==> src/rtl/execute_stage_if.sv <==
// Purpose: ID/EX input stream and EX/MEM output stream of the execute stage.
// Latency: none; plain signal bundle.
// Backpressure: in_ready towards decode, out_ready from the memory stage.
// Ports: in_bundle/in_valid/in_ready (decode side), out_bundle/out_valid/out_ready (memory side).
// Modports: slave = execute stage, master = surrounding pipeline or bench.
interface execute_stage_if #(
    parameter int WIDTH = 24,
    parameter int PC_W  = 32,
    parameter int IN_W  = PC_W + 2 + 4 + 5 + 4 + 3 * (4 + WIDTH) + WIDTH,
    parameter int OUT_W = PC_W + 3 + 4 + 2 * WIDTH
);
    logic [IN_W-1:0]  in_bundle;
    logic             in_valid;
    logic             in_ready;
    logic [OUT_W-1:0] out_bundle;
    logic             out_valid;
    logic             out_ready;

    modport slave (
        input  in_bundle, in_valid, out_ready,
        output in_ready, out_bundle, out_valid
    );

    modport master (
        output in_bundle, in_valid, out_ready,
        input  in_ready, out_bundle, out_valid
    );
endinterface

==> src/rtl/execute_stage.sv <==
// Purpose: execute stage - operand select, 24-bit ALU, shift-add multiply, branch resolve.
// Latency: 1 cycle for single-cycle ops, WIDTH cycles for multiply (aluControl 7).
// Backpressure: in_ready low while multiplying or while a result is held with out_ready low.
// Ports: clk, rst (async active-low), bus (execute_stage_if.slave: ID/EX in, EX/MEM out),
//        flush (sync kill), WE/Rd/WD (writeback forwarding source), branchTaken/branchTarget
//        (registered branch resolution), busy (multiply in progress).
// Build option: define FORWARD_EN to forward writeback data into Ra/Rb/Rc operands at accept.
module execute_stage #(
    parameter int WIDTH = 24,
    parameter int PC_W  = 32,
    parameter int IN_W  = PC_W + 2 + 4 + 5 + 4 + 3 * (4 + WIDTH) + WIDTH,
    parameter int OUT_W = PC_W + 3 + 4 + 2 * WIDTH
) (
    input  logic              clk,
    input  logic              rst,
    execute_stage_if.slave    bus,
    input  logic              flush,
    input  logic              WE,
    input  logic [3:0]        Rd,
    input  logic [WIDTH-1:0]  WD,
    output logic              branchTaken,
    output logic [PC_W-1:0]   branchTarget,
    output logic              busy
);
    typedef struct packed {
        logic [PC_W-1:0]  pc;
        logic [1:0]       op_type;
        logic [3:0]       op_code;
        logic             imm_src;
        logic             branch_flag;
        logic             mem_write;
        logic             mem_to_reg;
        logic             reg_write;
        logic [3:0]       alu_ctl;
        logic [3:0]       ra;
        logic [WIDTH-1:0] rd1;
        logic [3:0]       rb;
        logic [WIDTH-1:0] rd2;
        logic [3:0]       rc;
        logic [WIDTH-1:0] rd3;
        logic [WIDTH-1:0] ext_imm;
    } id_ex_t;

    typedef struct packed {
        logic [PC_W-1:0]  pc;
        logic             mem_write;
        logic             mem_to_reg;
        logic             reg_write;
        logic [3:0]       rc;
        logic [WIDTH-1:0] alu_result;
        logic [WIDTH-1:0] store_data;
    } ex_mem_t;

    typedef enum logic {IDLE, MUL} state_t;

    localparam logic [3:0] ALU_MUL  = 4'd7;
    localparam logic [4:0] LAST_BIT = 5'(WIDTH - 1);

    state_t           state_q;
    ex_mem_t          out_q;
    logic             out_vld_q;
    logic             br_taken_q;
    logic [PC_W-1:0]  br_target_q;
    logic             busy_q;
    logic [4:0]       cnt_q;
    logic [WIDTH-1:0] acc_q;
    logic [WIDTH-1:0] mcand_q;
    logic [WIDTH-1:0] mplier_q;
    ex_mem_t          mul_meta_q;
    logic             mul_bf_q;
    logic [PC_W-1:0]  mul_tgt_q;

    id_ex_t           ib;
    logic             slot_free;
    logic             accept;
    logic [WIDTH-1:0] opa, opb, sd;
    logic [WIDTH-1:0] alu_res;
    logic [WIDTH-1:0] prod_d;
    logic [PC_W-1:0]  cur_tgt;
    ex_mem_t          cur_meta;
    ex_mem_t          pub;
    logic             pub_bf;
    logic [PC_W-1:0]  pub_tgt;
    logic             pub_vld;
    logic             pub_taken;
    logic             mul_done;
    logic             unused_ok;

    assign ib        = bus.in_bundle;
    assign slot_free = ~out_vld_q | bus.out_ready;
    assign bus.in_ready = (state_q == IDLE) & slot_free & ~flush;
    assign accept    = bus.in_valid & bus.in_ready;

`ifdef FORWARD_EN
    function automatic logic [WIDTH-1:0] fwd(input logic [3:0] r, input logic [WIDTH-1:0] v,
                                             input logic we, input logic [3:0] rd,
                                             input logic [WIDTH-1:0] wd);
        // r0 is hard-wired, so a writeback to it never overrides the bundle value
        return (we && rd != 4'd0 && r == rd) ? wd : v;
    endfunction

    assign opa = fwd(ib.ra, ib.rd1, WE, Rd, WD);
    assign opb = ib.imm_src ? ib.ext_imm : fwd(ib.rb, ib.rd2, WE, Rd, WD);
    assign sd  = fwd(ib.rc, ib.rd3, WE, Rd, WD);
    assign unused_ok = ^{ib.op_type, ib.op_code};
`else
    assign opa = ib.rd1;
    assign opb = ib.imm_src ? ib.ext_imm : ib.rd2;
    assign sd  = ib.rd3;
    assign unused_ok = ^{ib.op_type, ib.op_code, ib.ra, ib.rb, WE, Rd, WD};
`endif

    function automatic logic [WIDTH-1:0] alu(input logic [3:0] ctl,
                                             input logic [WIDTH-1:0] a, b);
        logic big;
        big = (b[4:0] >= 5'(WIDTH));
        case (ctl)
            4'd0:    return a + b;
            4'd1:    return a - b;
            4'd2:    return a & b;
            4'd3:    return a | b;
            4'd4:    return a ^ b;
            4'd5:    return big ? '0 : a << b[4:0];
            4'd6:    return big ? '0 : a >> b[4:0];
            4'd8:    return b;
            default: return '0;  // 7 goes through the multiplier; 9-15 are reserved
        endcase
    endfunction

    assign alu_res = alu(ib.alu_ctl, opa, opb);
    assign cur_tgt = ib.pc + {{(PC_W - WIDTH){ib.ext_imm[WIDTH-1]}}, ib.ext_imm};

    // Branches never write the register file or memory, regardless of the decoded controls.
    assign cur_meta = '{pc:         ib.pc,
                        mem_write:  ib.mem_write & ~ib.branch_flag,
                        mem_to_reg: ib.mem_to_reg,
                        reg_write:  ib.reg_write & ~ib.branch_flag,
                        rc:         ib.rc,
                        alu_result: alu_res,
                        store_data: sd};

    // Shift-add: multiplicand walks left, multiplier walks right, one bit per cycle.
    assign prod_d   = acc_q + (mplier_q[0] ? mcand_q : '0);
    // Product only leaves when the output register can take it; otherwise it waits here.
    assign mul_done = (state_q == MUL) & (cnt_q == LAST_BIT) & slot_free;
    assign pub_vld  = (accept & (ib.alu_ctl != ALU_MUL)) | mul_done;

    always_comb begin
        pub            = mul_meta_q;
        pub.alu_result = prod_d;
        pub_bf         = mul_bf_q;
        pub_tgt        = mul_tgt_q;
        if (state_q == IDLE) begin
            pub     = cur_meta;
            pub_bf  = ib.branch_flag;
            pub_tgt = cur_tgt;
        end
    end

    assign pub_taken = pub_vld & pub_bf & (pub.alu_result == '0);

    always_ff @(posedge clk or negedge rst) begin
        if (!rst) begin
            state_q     <= IDLE;
            out_q       <= '0;
            out_vld_q   <= 1'b0;
            br_taken_q  <= 1'b0;
            br_target_q <= '0;
            busy_q      <= 1'b0;
            cnt_q       <= '0;
            acc_q       <= '0;
            mcand_q     <= '0;
            mplier_q    <= '0;
            mul_meta_q  <= '0;
            mul_bf_q    <= 1'b0;
            mul_tgt_q   <= '0;
        end else if (flush) begin
            state_q    <= IDLE;
            out_vld_q  <= 1'b0;
            br_taken_q <= 1'b0;
            busy_q     <= 1'b0;
            cnt_q      <= '0;
        end else begin
            br_taken_q <= pub_taken;
            if (pub_taken) begin
                br_target_q <= pub_tgt;
            end
            if (pub_vld) begin
                out_q     <= pub;
                out_vld_q <= 1'b1;
            end else if (bus.out_ready) begin
                out_vld_q <= 1'b0;
            end

            case (state_q)
                IDLE: begin
                    if (accept && ib.alu_ctl == ALU_MUL) begin
                        state_q    <= MUL;
                        busy_q     <= 1'b1;
                        cnt_q      <= '0;
                        acc_q      <= '0;
                        mcand_q    <= opa;
                        mplier_q   <= opb;
                        mul_meta_q <= cur_meta;
                        mul_bf_q   <= ib.branch_flag;
                        mul_tgt_q  <= cur_tgt;
                    end
                end
                MUL: begin
                    if (cnt_q != LAST_BIT) begin
                        acc_q    <= prod_d;
                        mcand_q  <= mcand_q << 1;
                        mplier_q <= mplier_q >> 1;
                        cnt_q    <= cnt_q + 5'd1;
                    end else if (slot_free) begin
                        state_q <= IDLE;
                        busy_q  <= 1'b0;
                        cnt_q   <= '0;
                    end
                end
                default: state_q <= IDLE;
            endcase
        end
    end

    assign bus.out_bundle = out_q;
    assign bus.out_valid  = out_vld_q;
    assign branchTaken    = br_taken_q;
    assign branchTarget   = br_target_q;
    assign busy           = busy_q;
endmodule

==> src/flat_wrapper.sv <==
// flat-port wrapper written by rule: the top's interface ports become plain ports
module execute_stage_flat 
#(
    parameter int WIDTH = 24,
    parameter int PC_W  = 32,
    parameter int IN_W  = PC_W + 2 + 4 + 5 + 4 + 3 * (4 + WIDTH) + WIDTH,
    parameter int OUT_W = PC_W + 3 + 4 + 2 * WIDTH
)
  (clk, rst, flush, WE, Rd, WD, branchTaken, branchTarget, busy, bus_in_bundle, bus_in_valid, bus_out_ready, bus_in_ready, bus_out_bundle, bus_out_valid);
  execute_stage_if #(.WIDTH(WIDTH), .PC_W(PC_W), .IN_W(IN_W), .OUT_W(OUT_W)) bus_i ();
  input  logic clk;
  input  logic rst;
  input  logic flush;
  input  logic WE;
  input  logic [3:0] Rd;
  input  logic [WIDTH-1:0] WD;
  output logic branchTaken;
  output logic [PC_W-1:0] branchTarget;
  output logic busy;
  input wire logic [$bits(bus_i.in_bundle)-1:0] bus_in_bundle;
  input wire logic [$bits(bus_i.in_valid)-1:0] bus_in_valid;
  input wire logic [$bits(bus_i.out_ready)-1:0] bus_out_ready;
  output wire logic [$bits(bus_i.in_ready)-1:0] bus_in_ready;
  output wire logic [$bits(bus_i.out_bundle)-1:0] bus_out_bundle;
  output wire logic [$bits(bus_i.out_valid)-1:0] bus_out_valid;
  assign bus_i.in_bundle = bus_in_bundle;
  assign bus_i.in_valid = bus_in_valid;
  assign bus_i.out_ready = bus_out_ready;
  assign bus_in_ready = bus_i.in_ready;
  assign bus_out_bundle = bus_i.out_bundle;
  assign bus_out_valid = bus_i.out_valid;
  execute_stage #(.WIDTH(WIDTH), .PC_W(PC_W), .IN_W(IN_W), .OUT_W(OUT_W)) u_core (.clk(clk), .rst(rst), .bus(bus_i), .flush(flush), .WE(WE), .Rd(Rd), .WD(WD), .branchTaken(branchTaken), .branchTarget(branchTarget), .busy(busy));
endmodule
==> config.mk <==
export PLATFORM = sky130hd
export DESIGN_NAME = execute_stage_flat
export DESIGN_NICKNAME = d
export VERILOG_FILES = /design/src/rtl/execute_stage_if.sv /design/src/rtl/execute_stage.sv /design/src/flat_wrapper.sv
export SDC_FILE = /design/constraint.sdc
export NUM_CORES = 1
export LEC_CHECK = 0
export CAP_MARGIN = 20
export CELL_PAD_IN_SITES_DETAIL_PLACEMENT = 1
export CELL_PAD_IN_SITES_GLOBAL_PLACEMENT = 1
export CORE_MARGIN = 1
export CORE_UTILIZATION = 39
export CTS_BUF_LIST = sky130_fd_sc_hd__clkbuf_4 sky130_fd_sc_hd__clkbuf_8
export DETAILED_ROUTE_END_ITERATION = 8
export GPL_ROUTABILITY_DRIVEN = 0
export HOLD_SLACK_MARGIN = 0.08
export PLACE_DENSITY = 0.91
export SLEW_MARGIN = 20
export SYNTH_ARGS = -nofsm -noshare
export SYNTH_HDL_FRONTEND = slang
export SYNTH_SLANG_ARGS = --single-unit
export TNS_END_PERCENT = 50
==> constraint.sdc <==
create_clock -name clk -period 4.2 [get_ports clk]
set_clock_uncertainty 0.2 [all_clocks]
set_input_delay 0.42 -clock clk [delete_from_list [all_inputs] [get_ports clk]]
set_output_delay 0.42 -clock clk [all_outputs]
set_load 0.01 [all_outputs]
==> results_dict.tcl, run 1 <==
set metrics [dict create \
    status "aborted with a tool error" \
    failing_step "5_1_grt" \
    toolErrorMsg "[ERROR GRT-0116] Global routing finished with congestion. Check the congestion regions in the DRC Viewer." \
    overflow 12 \
    netlist.area_leader.share_pct 34.7 \
    synthesis.nets 2793 \
    ys.warnings.count 0 \
    synth_cell_types 86 \
    syn_area_per_cell_um2 8.63 \
    die_width_um 236 \
    synth_area_leaders "dfrtp_1, nand2_1, ha_1" \
    clock_path_buffers 3 \
    port-buffer-count 268 \
    grt_pass1_wl_um 267000 \
    clockRootBuffer "clkbuf_8" \
    cts.sinks 296 \
    ys.flop_type "dfrtp_1" \
    grt_max_degree 118 \
    cts_htree_levels 2 \
    grt_usage_pct 67.6 \
    grt_pass1_vias 34077 \
    cts_buffers 52 \
    dp_cells 3741 \
    ys_ff_latch 296 \
    ys_seq_area_share_pct 34.7 \
    async_flop_share_pct 100 \
    yosys.area.top_type "dfrtp_1" \
    syn_inst 2472 \
    ioPinCount 312 \
    initial_core_util_pct 39.6 \
    synth_edf_count 0 \
    num_rows 85 \
    hpwl_um 79200 \
    die_h_um 236 \
    synth_area_mm2 0.0213 \
]
[routing by layer]
| layer | overflow | GRT usage, % |
|---|---|---|
| met4 | 8 | 65.5 |
| met2 | 1 | 82.6 |
| met1 | 1 | 65.2 |
| met3 | 1 | 57.6 |
| met5 | 1 | 32.6 |
[synthesized netlist by cell type, types with 23 or more instances]
| cell type | instances |
|---|---|
| a21oi_1 | 169 |
| clkbuf_1 | 103 |
| inv_1 | 74 |
| mux4_2 | 23 |
| o211ai_1 | 27 |
| xor2_1 | 27 |
| nand2_1 | 500 |
| and2_1 | 28 |
| ha_1 | 129 |
| nand3_1 | 37 |
| mux2i_1 | 144 |
| nor2_1 | 158 |
| xnor2_1 | 54 |
| a31oi_1 | 25 |
| nor3_1 | 29 |
| mux2_2 | 36 |
| dfrtp_1 | 296 |
| mux2_4 | 29 |
| o21ai_0 | 226 |
[metrics by stage]
| step | setup TNS, ns | hold WS, ns | instance area, um^2 | setup slack [ns] |
|---|---|---|---|---|
| floorplan | -37.93 | -0.0756 | 21500 | -1.12 |
| global placement | -73.75 | 0.253 | 27900 | -1.95 |
| detailed placement | -84.02 | 0.259 | 27900 | -2.15 |
| CTS | -27.95 | 0.0838 | 29700 | -0.916 |
[kinds of logic after synthesis]
| family | count (synthesis) | synth area share, % |
|---|---|---|
| buf+inv | 224 | 4.50 |
| compound gates | 644 | 18.4 |
| xor+xnor | 81 | 3.33 |
| fa+ha+maj | 132 | 7.85 |
| simple gates | 857 | 17.4 |
| mux | 238 | 13.8 |
| flops | 296 | 34.7 |
[what timing repair did]
action	CTS
setup buffers	14
setup endpoints to repair	49
resized for setup	134
cloned	3
pin swaps	34
hold buffers	1
hold endpoints to repair	113
==> inputs of run 2 (changes only) <==
--- a/config.mk
+++ b/config.mk
@@ -6,15 +6,11 @@
 export NUM_CORES = 1
 export LEC_CHECK = 0
 export CAP_MARGIN = 20
-export CELL_PAD_IN_SITES_DETAIL_PLACEMENT = 1
-export CELL_PAD_IN_SITES_GLOBAL_PLACEMENT = 1
 export CORE_MARGIN = 1
-export CORE_UTILIZATION = 39
-export CTS_BUF_LIST = sky130_fd_sc_hd__clkbuf_4 sky130_fd_sc_hd__clkbuf_8
+export CORE_UTILIZATION = 40
 export DETAILED_ROUTE_END_ITERATION = 8
 export GPL_ROUTABILITY_DRIVEN = 0
-export HOLD_SLACK_MARGIN = 0.08
-export PLACE_DENSITY = 0.91
+export PLACE_DENSITY_LB_ADDON = 0.15
 export SLEW_MARGIN = 20
 export SYNTH_ARGS = -nofsm -noshare
 export SYNTH_HDL_FRONTEND = slang
==> constraint.sdc (replaced) <==
create_clock -name clk -period 5.5 [get_ports clk]
set_clock_uncertainty 0.2 [all_clocks]
set_input_delay 0.55 -clock clk [delete_from_list [all_inputs] [get_ports clk]]
set_output_delay 0.55 -clock clk [all_outputs]
set_load 0.01 [all_outputs]
==> run 2 against run 1 <==
  * The run now ends clean
  * Area after synthesis is the same
  * Synthesized cell count unchanged
==> results_dict.tcl, run 2 <==
set metrics [dict create \
    synth_compound_area_share_pct 18.4 \
    async_flop_share_pct 100 \
    power.switching_mw 2.70 \
    grt_usage_pct 28.2 \
    ys_seq_area_share_pct 34.7 \
    max-cap-violations 0 \
    whs_path_depth 2 \
    die_h_um 233 \
    synth_common_cells "nand2_1, dfrtp_1, o21ai_0" \
    slew_headroom_pct 31.2 \
    synth_xor_area_share_pct 3.33 \
    initial_core_util_pct 40.5 \
    cts.sinks 296 \
    worstReg2RegStart "u_core.mplier_q[0]" \
    grt_busiest_layer "met2" \
    synthAdderAreaFrac_pct 7.85 \
    drt_iter0_markers 1871 \
    cp_max_fo 7 \
    synth_top_family_by_area "compound AO/OA/AOI/OAI gates" \
    max_freq_mhz 187 \
    grt_pass1_wl_um 118000 \
    cpMostUsedCell "nand2_1" \
    r2r_end "u_core.branchTarget[29]" \
    layout.cells.non_filler 3628 \
    finalHoldViolCount 0 \
    path_clk_slew_ns 0.05 \
    drc_errors 0 \
    antenna_left 0 \
    worstSetupStartpointType "primary input" \
    yosys.area.top_type "dfrtp_1" \
    use_met2_pct 43.1 \
    p_per_area_mw_per_mm2 294 \
    tritoncts "built" \
    grt_max_degree 144 \
    die_width_um 233 \
    use_met3_pct 5.56 \
    hold_end "u_core.mul_tgt_q[0]" \
    port-buffer-count 268 \
    status "finished clean" \
    switching_share_pct 32.7 \
    wl_um 78100 \
    endpoint_kind "flop" \
    r2r.worst_path.cells 18 \
    required_ns 5.74 \
    largest_reg_flops 87 \
    ys_ff_latch 296 \
    cts_htree_levels 2 \
    synthToLayoutAreaGrowth_pct 31.6 \
    dp_cells 3547 \
    muxShareOfSynthArea_pct 13.8 \
    netlist.area_leader.share_pct 34.7 \
    path_cells "clkdlybuf4s50_1, o41ai_2, nand2_1, or3_4, buf_4, nand2_1, xnor2_1, ha_1, o21ai_0, nor2_1, or4_4, o221ai_4, a211oi_4, or3_1, a311oi_2, o2bb2ai_2, nor4_2, and4_1, and3_4, clkbuf_16, mux2_4" \
    dr.pass1.iters 6 \
    internal_power_mw 5.56 \
    crit_type "primary input to flop" \
    routedWlPerCell_um 21.5 \
    finalSetupViolations 0 \
    final_cell_mix "nand2_1, dfrtp_1, buf_4" \
    num_rows 84 \
    drive_above_1_share_pct 16.5 \
    arrival_ns 5.59 \
    core-area_mm2 0.0527 \
    synthesis.nets 2793 \
    grt_pass1_vias 19775 \
    yosys.area_share.simple_pct 17.4 \
    clockRootBuffer "clkbuf_16" \
    clock_path_buffers 3 \
    min_path_type "flop to flop" \
    min_period_ns 5.35 \
    antenna_found_initial 5 \
    use_met1_pct 39.6 \
    vias 20736 \
    synth_cell_types 86 \
    worst_slack_ns 0.147 \
    crit_slowest_cell "or4_4" \
    seqPwrFrac_pct 34.9 \
    ys.flop_type "dfrtp_1" \
    p_leak_nw 12.6 \
    ys.warnings.count 0 \
    peakVddDrop_mv 0.270 \
    p_clk_share_pct 32.1 \
    final_nets 3230 \
    worst_pin_slew_ns 1.03 \
    clock_latency_ns 0.57 \
    dieArea_mm2 0.0543 \
    slew_viol_final 0 \
    avgViaCountPerCell 5.72 \
    slowest_delay_ns 0.50 \
    synth_area_leaders "dfrtp_1, nand2_1, ha_1" \
    hpwl_um 58700 \
    cts_buffers 37 \
    reg2reg_slack_ns 0.20 \
    p_comb_share_pct 33.1 \
    syn_area_per_cell_um2 8.63 \
    ioPinCount 312 \
    syn_inst 2472 \
    min_from "u_core.mul_tgt_q[0]" \
    synth_area_mm2 0.0213 \
    dpl_worst_slack_ns -0.692 \
    min_period_over_period_pct 97.3 \
    overflow 0 \
    synth.most_common_cell "nand2_1" \
    final_common_cell "nand2_1" \
    synth_edf_count 0 \
]
[run 2: layer usage]
layer | vias to the layer above | wire length, um
li1 | 9679 | -
met1 | 10057 | 34500
met2 | 837 | 35200
met3 | 157 | 5920
met4 | 6 | 2440
met5 | - | 41
[run 2: kinds of logic (layout without fill, tap and decap cells)]
| logic type | Yosys count | count (layout) |
|---|---|---|
| flip-flops | 296 | 296 |
| XOR/XNOR | 81 | 81 |
| multiplexers | 238 | 238 |
| other | 0 | 3 |
| AO/OA/AOI/OAI | 644 | 644 |
| AND/OR/NAND/NOR | 857 | 857 |
| adder cells (fa/ha/maj) | 132 | 132 |
| buffers and inverters | 224 | 689 |
[run 2: final cells by class]
| class | instances | area [um^2] |
|---|---|---|
| Clock inverter | 17 | 294 |
| Fill cell | 4815 | 24600 |
| Antenna cell | 3 | 7.51 |
| Clock buffer | 50 | 1020 |
| Sequential cell | 296 | 7410 |
| Timing Repair Buffer | 545 | 4920 |
| Inverter | 77 | 289 |
| Multi-Input combinational cell | 1952 | 13300 |
| Tap cell | 688 | 861 |
[run 2: repair_timing]
item	CTS	global route
gates resized for setup	2	41
pin swaps	1	27
setup endpoints to repair	32	33
hold buffers	1	0
endpoints found under the hold margin	92	0
gates cloned	0	3
buffers inserted	0	7
[run 2: worst max path at each step]
| stage | from | end | slack (ns) | cells past startpoint |
|---|---|---|---|---|
| 4_1_cts | bus_in_bundle[1] | u_core.branchTarget[6] | 0.005 | 22 |
| 3_3_place_gp | bus_in_bundle[1] | u_core.branchTarget[28] | -0.62 | 22 |
| 2_1_floorplan | bus_in_bundle[116] | u_core.branchTarget[10] | 0.003 | 24 |
| 5_1_grt | bus_in_bundle[52] | u_core.branchTarget[8] | -0.02 | 24 |
| 3_5_place_dp | bus_in_bundle[1] | u_core.branchTarget[31] | -0.69 | 22 |
| 6_report | bus_in_bundle[52] | u_core.branchTarget[29] | 0.15 | 21 |
[run 2: through the flow]
| step | TNS [ns] | area [um^2] | power [mW] | hold WS [ns] | util (%) |
|---|---|---|---|---|---|
| after global routing | -0.191 | 28100 | 8.67 | 0.292 | 53.3 |
| after detailed placement | -21.74 | 26400 | 5.57 | 0.257 | 50.2 |
| after CTS | 0 | 27800 | 8.24 | 0.271 | 52.7 |
| final | 0 | 28100 | 8.26 | 0.271 | 53.3 |
| after global placement | -19.59 | 26400 | 5.50 | 0.253 | 50.2 |
| after floorplan | 0 | 21500 | 4.23 | 0.0544 | - |
[run 2: power by group through the flow]
stage / logic [mW] / clock network, mW / registers (mW)
3_5_place_dp: 2.65 / 0 / 2.91
6_report: 2.73 / 2.65 / 2.88
5_1_grt: 2.95 / 2.78 / 2.94
4_1_cts: 2.67 / 2.70 / 2.88
3_3_place_gp: 2.61 / 0 / 2.90
2_1_floorplan: 1.29 / 0 / 2.94
[run 2: worst max-delay path, delay by kind of cell]
family          cells  cell delay (ns)
fa+ha+maj           1             0.28
simple gates        9             2.22
compound gates      6             1.27
buf+inv             3             0.82
xor+xnor            1             0.13
mux                 1             0.30
Note: power is estimated with default switching activity, not from simulation.
==> inputs of run 3 (changes only) <==
--- a/config.mk
+++ b/config.mk
@@ -6,7 +6,6 @@
 export NUM_CORES = 1
 export LEC_CHECK = 0
 export CAP_MARGIN = 20
-export CORE_MARGIN = 1
 export CORE_UTILIZATION = 40
 export DETAILED_ROUTE_END_ITERATION = 8
 export GPL_ROUTABILITY_DRIVEN = 0
==> results of run 3 <==
The final DEF is identical to that of run 2; final timing and power are the same.
==> inputs of run 4 (changes only) <==
--- a/config.mk
+++ b/config.mk
@@ -10,7 +10,7 @@
 export DETAILED_ROUTE_END_ITERATION = 8
 export GPL_ROUTABILITY_DRIVEN = 0
 export PLACE_DENSITY_LB_ADDON = 0.15
-export SLEW_MARGIN = 20
+export SLEW_MARGIN = 40
 export SYNTH_ARGS = -nofsm -noshare
 export SYNTH_HDL_FRONTEND = slang
 export SYNTH_SLANG_ARGS = --single-unit
==> run 4 against run 3 <==
  * Hold slack worse by 0.0042 ns
  * Maximum frequency shrank 0.17%
  * Combinational power about the same
  * Highest routed layer unchanged
  * Critical path depth down 1
  * Register-to-register slack better by 0.08 ns
  * Setup slack lost 0.0094 ns
==> results_dict.tcl, run 4 (same netlist as run 2, synthesis figures left out) <==
set metrics [dict create \
    status "finished clean" \
    avgViaCountPerCell 5.77 \
    power.switching_mw 2.63 \
    wl_um 77900 \
    min_period_ns 5.36 \
    clock_latency_ns 0.55 \
    tritoncts "built" \
    clockRootBuffer "clkbuf_16" \
    cts_htree_levels 2 \
    cts.sinks 296 \
    final_nets 3228 \
    seqPwrFrac_pct 36.0 \
    finalHoldViolCount 0 \
    r2r.worst_path.cells 18 \
    switching_share_pct 32.9 \
    hold-worst-slack_ns 0.267 \
    drt_iter0_markers 1884 \
    whs_path_depth 2 \
    grt_pass1_vias 19730 \
    worstSetupStartpointType "primary input" \
    core-area_mm2 0.0527 \
    num_rows 84 \
    reg2reg_slack_ns 0.28 \
    crit_type "primary input to flop" \
    grt_usage_pct 28.3 \
    final_common_cell "nand2_1" \
    min_period_over_period_pct 97.5 \
    final_cell_mix "nand2_1, dfrtp_1, clkdlybuf4s50_1" \
    drive_above_1_share_pct 16.4 \
    grt_pass1_wl_um 118000 \
    layout.cells.non_filler 3622 \
    initial_core_util_pct 40.5 \
    peakVddDrop_mv 0.234 \
    ioPinCount 312 \
    worst_pin_slew_ns 0.761 \
    finalSetupViolations 0 \
    overflow 0 \
    internal_power_mw 5.36 \
    dieArea_mm2 0.0543 \
    p_leak_nw 12.6 \
    vias 20883 \
    arrival_ns 5.59 \
    clock_path_buffers 3 \
    path_clk_slew_ns 0.06 \
    dpl_worst_slack_ns -0.669 \
    endpoint_kind "flop" \
    min_path_type "flop to flop" \
    p_per_area_mw_per_mm2 286 \
    slew_headroom_pct 49.2 \
    worst_slack_ns 0.138 \
    largest_reg_flops 87 \
    port-buffer-count 268 \
    p_clk_share_pct 29.8 \
    fill_cells 4821 \
    antenna_found_initial 7 \
    routedWlPerCell_um 21.5 \
    dp_cells 3547 \
    p_comb_share_pct 34.1 \
    cp_max_fo 13 \
    die_width_um 233 \
    post_dp_cell_area_mm2 0.0265 \
    max-cap-violations 0 \
    cts_buffers 36 \
    drc_errors 0 \
    design_area_mm2 0.0280 \
    required_ns 5.73 \
    die_h_um 233 \
    final_util_pct 53.1 \
    synthToLayoutAreaGrowth_pct 31.0 \
    hpwl_um 58700 \
    max_freq_mhz 186 \
    slew_viol_final 0 \
    grt_max_degree 144 \
    dr.pass1.iters 8 \
    antenna_left 0 \
]
==> run 4: changes by cell type in the layout (fill, tap and decap cells not counted), moves of 2 or more <==
cell       delta
clkbuf_8      +3
buf_4         -6
buf_16        +2
clkbuf_1      -3
bufinv_16     -4
clkinv_2      +3
buf_6         +4
clkbuf_16     -2
==> run 4: routing by layer <==
layer | share of wire, % | vias to the layer above | GRT usage (%)
met3 | 8.4 | 201 | 6.09
met1 | 43 | 10049 | 39.3
met5 | 0.055 | - | 0
li1 | - | 9678 | -
met2 | 44 | 949 | 43.1
met4 | 3.8 | 6 | 9.89
==> run 4: final timing paths <==
| check | from | endpoint |
|---|---|---|
| min in group asynchronous | rst | u_core.branchTarget[24] |
| worst max register to register | u_core.mplier_q[0] | u_core.branchTarget[5] |
| worst min register to register | u_core.mul_tgt_q[0] | u_core.mul_tgt_q[0] |
| worst max-delay path | bus_in_bundle[52] | u_core.branchTarget[5] |
| worst min-delay path | u_core.mul_tgt_q[0] | u_core.mul_tgt_q[0] |
| max in group asynchronous | rst | u_core.bus.out_bundle[32] |
==> run 4: timing repair <==
action	CTS	global route
endpoints found under the hold margin	92	0
setup buffers	0	6
gates resized for setup	7	35
hold buffers	1	0
pin swaps	2	31
gates cloned	1	1
endpoints found under the setup margin	32	33
==> run 4: layout make-up <==
type	instances	area, um^2	area share (%)
Antenna cell	2	5.00	0.0179
Clock buffer	49	1030	3.68
Tap cell	688	861	3.08
Inverter	77	289	1.03
Multi-Input combinational cell	1952	13300	47.5
Timing Repair Buffer	544	4950	17.7
Sequential cell	296	7410	26.5
Clock inverter	14	139	0.497
==> run 4: per-stage QoR <==
step	setup TNS (ns)	total power [mW]
final	0	7.99
after global routing	-0.684	8.40
after CTS	0	7.98
after detailed placement	-21.05	5.56
after global placement	-19.59	5.50
after floorplan	0	4.23
==> run 4: power groups by stage <==
stage / clock network [mW] / registers, mW / logic (mW)
floorplan: 0 / 2.94 / 1.29
global placement: 0 / 2.90 / 2.61
detailed placement: 0 / 2.91 / 2.65
CTS: 2.43 / 2.88 / 2.67
global route: 2.52 / 2.94 / 2.95
finish: 2.38 / 2.88 / 2.73
==> run 4: critical path: stages <==
cell	delay, ns
clkdlybuf4s50_1	0.46
buf_4	0.17
mux2i_4	0.18
ha_4	0.17
nand3_1	0.10
or3_4	0.43
o21ai_2	0.17
xnor2_1	0.08
ha_2	0.21
buf_4	0.13
or4_4	0.52
o221ai_4	0.26
a21o_1	0.19
xnor2_1	0.12
a2111oi_1	0.48
nor4bb_4	0.36
and4_1	0.23
and3_4	0.28
buf_16	0.18
mux2_4	0.31
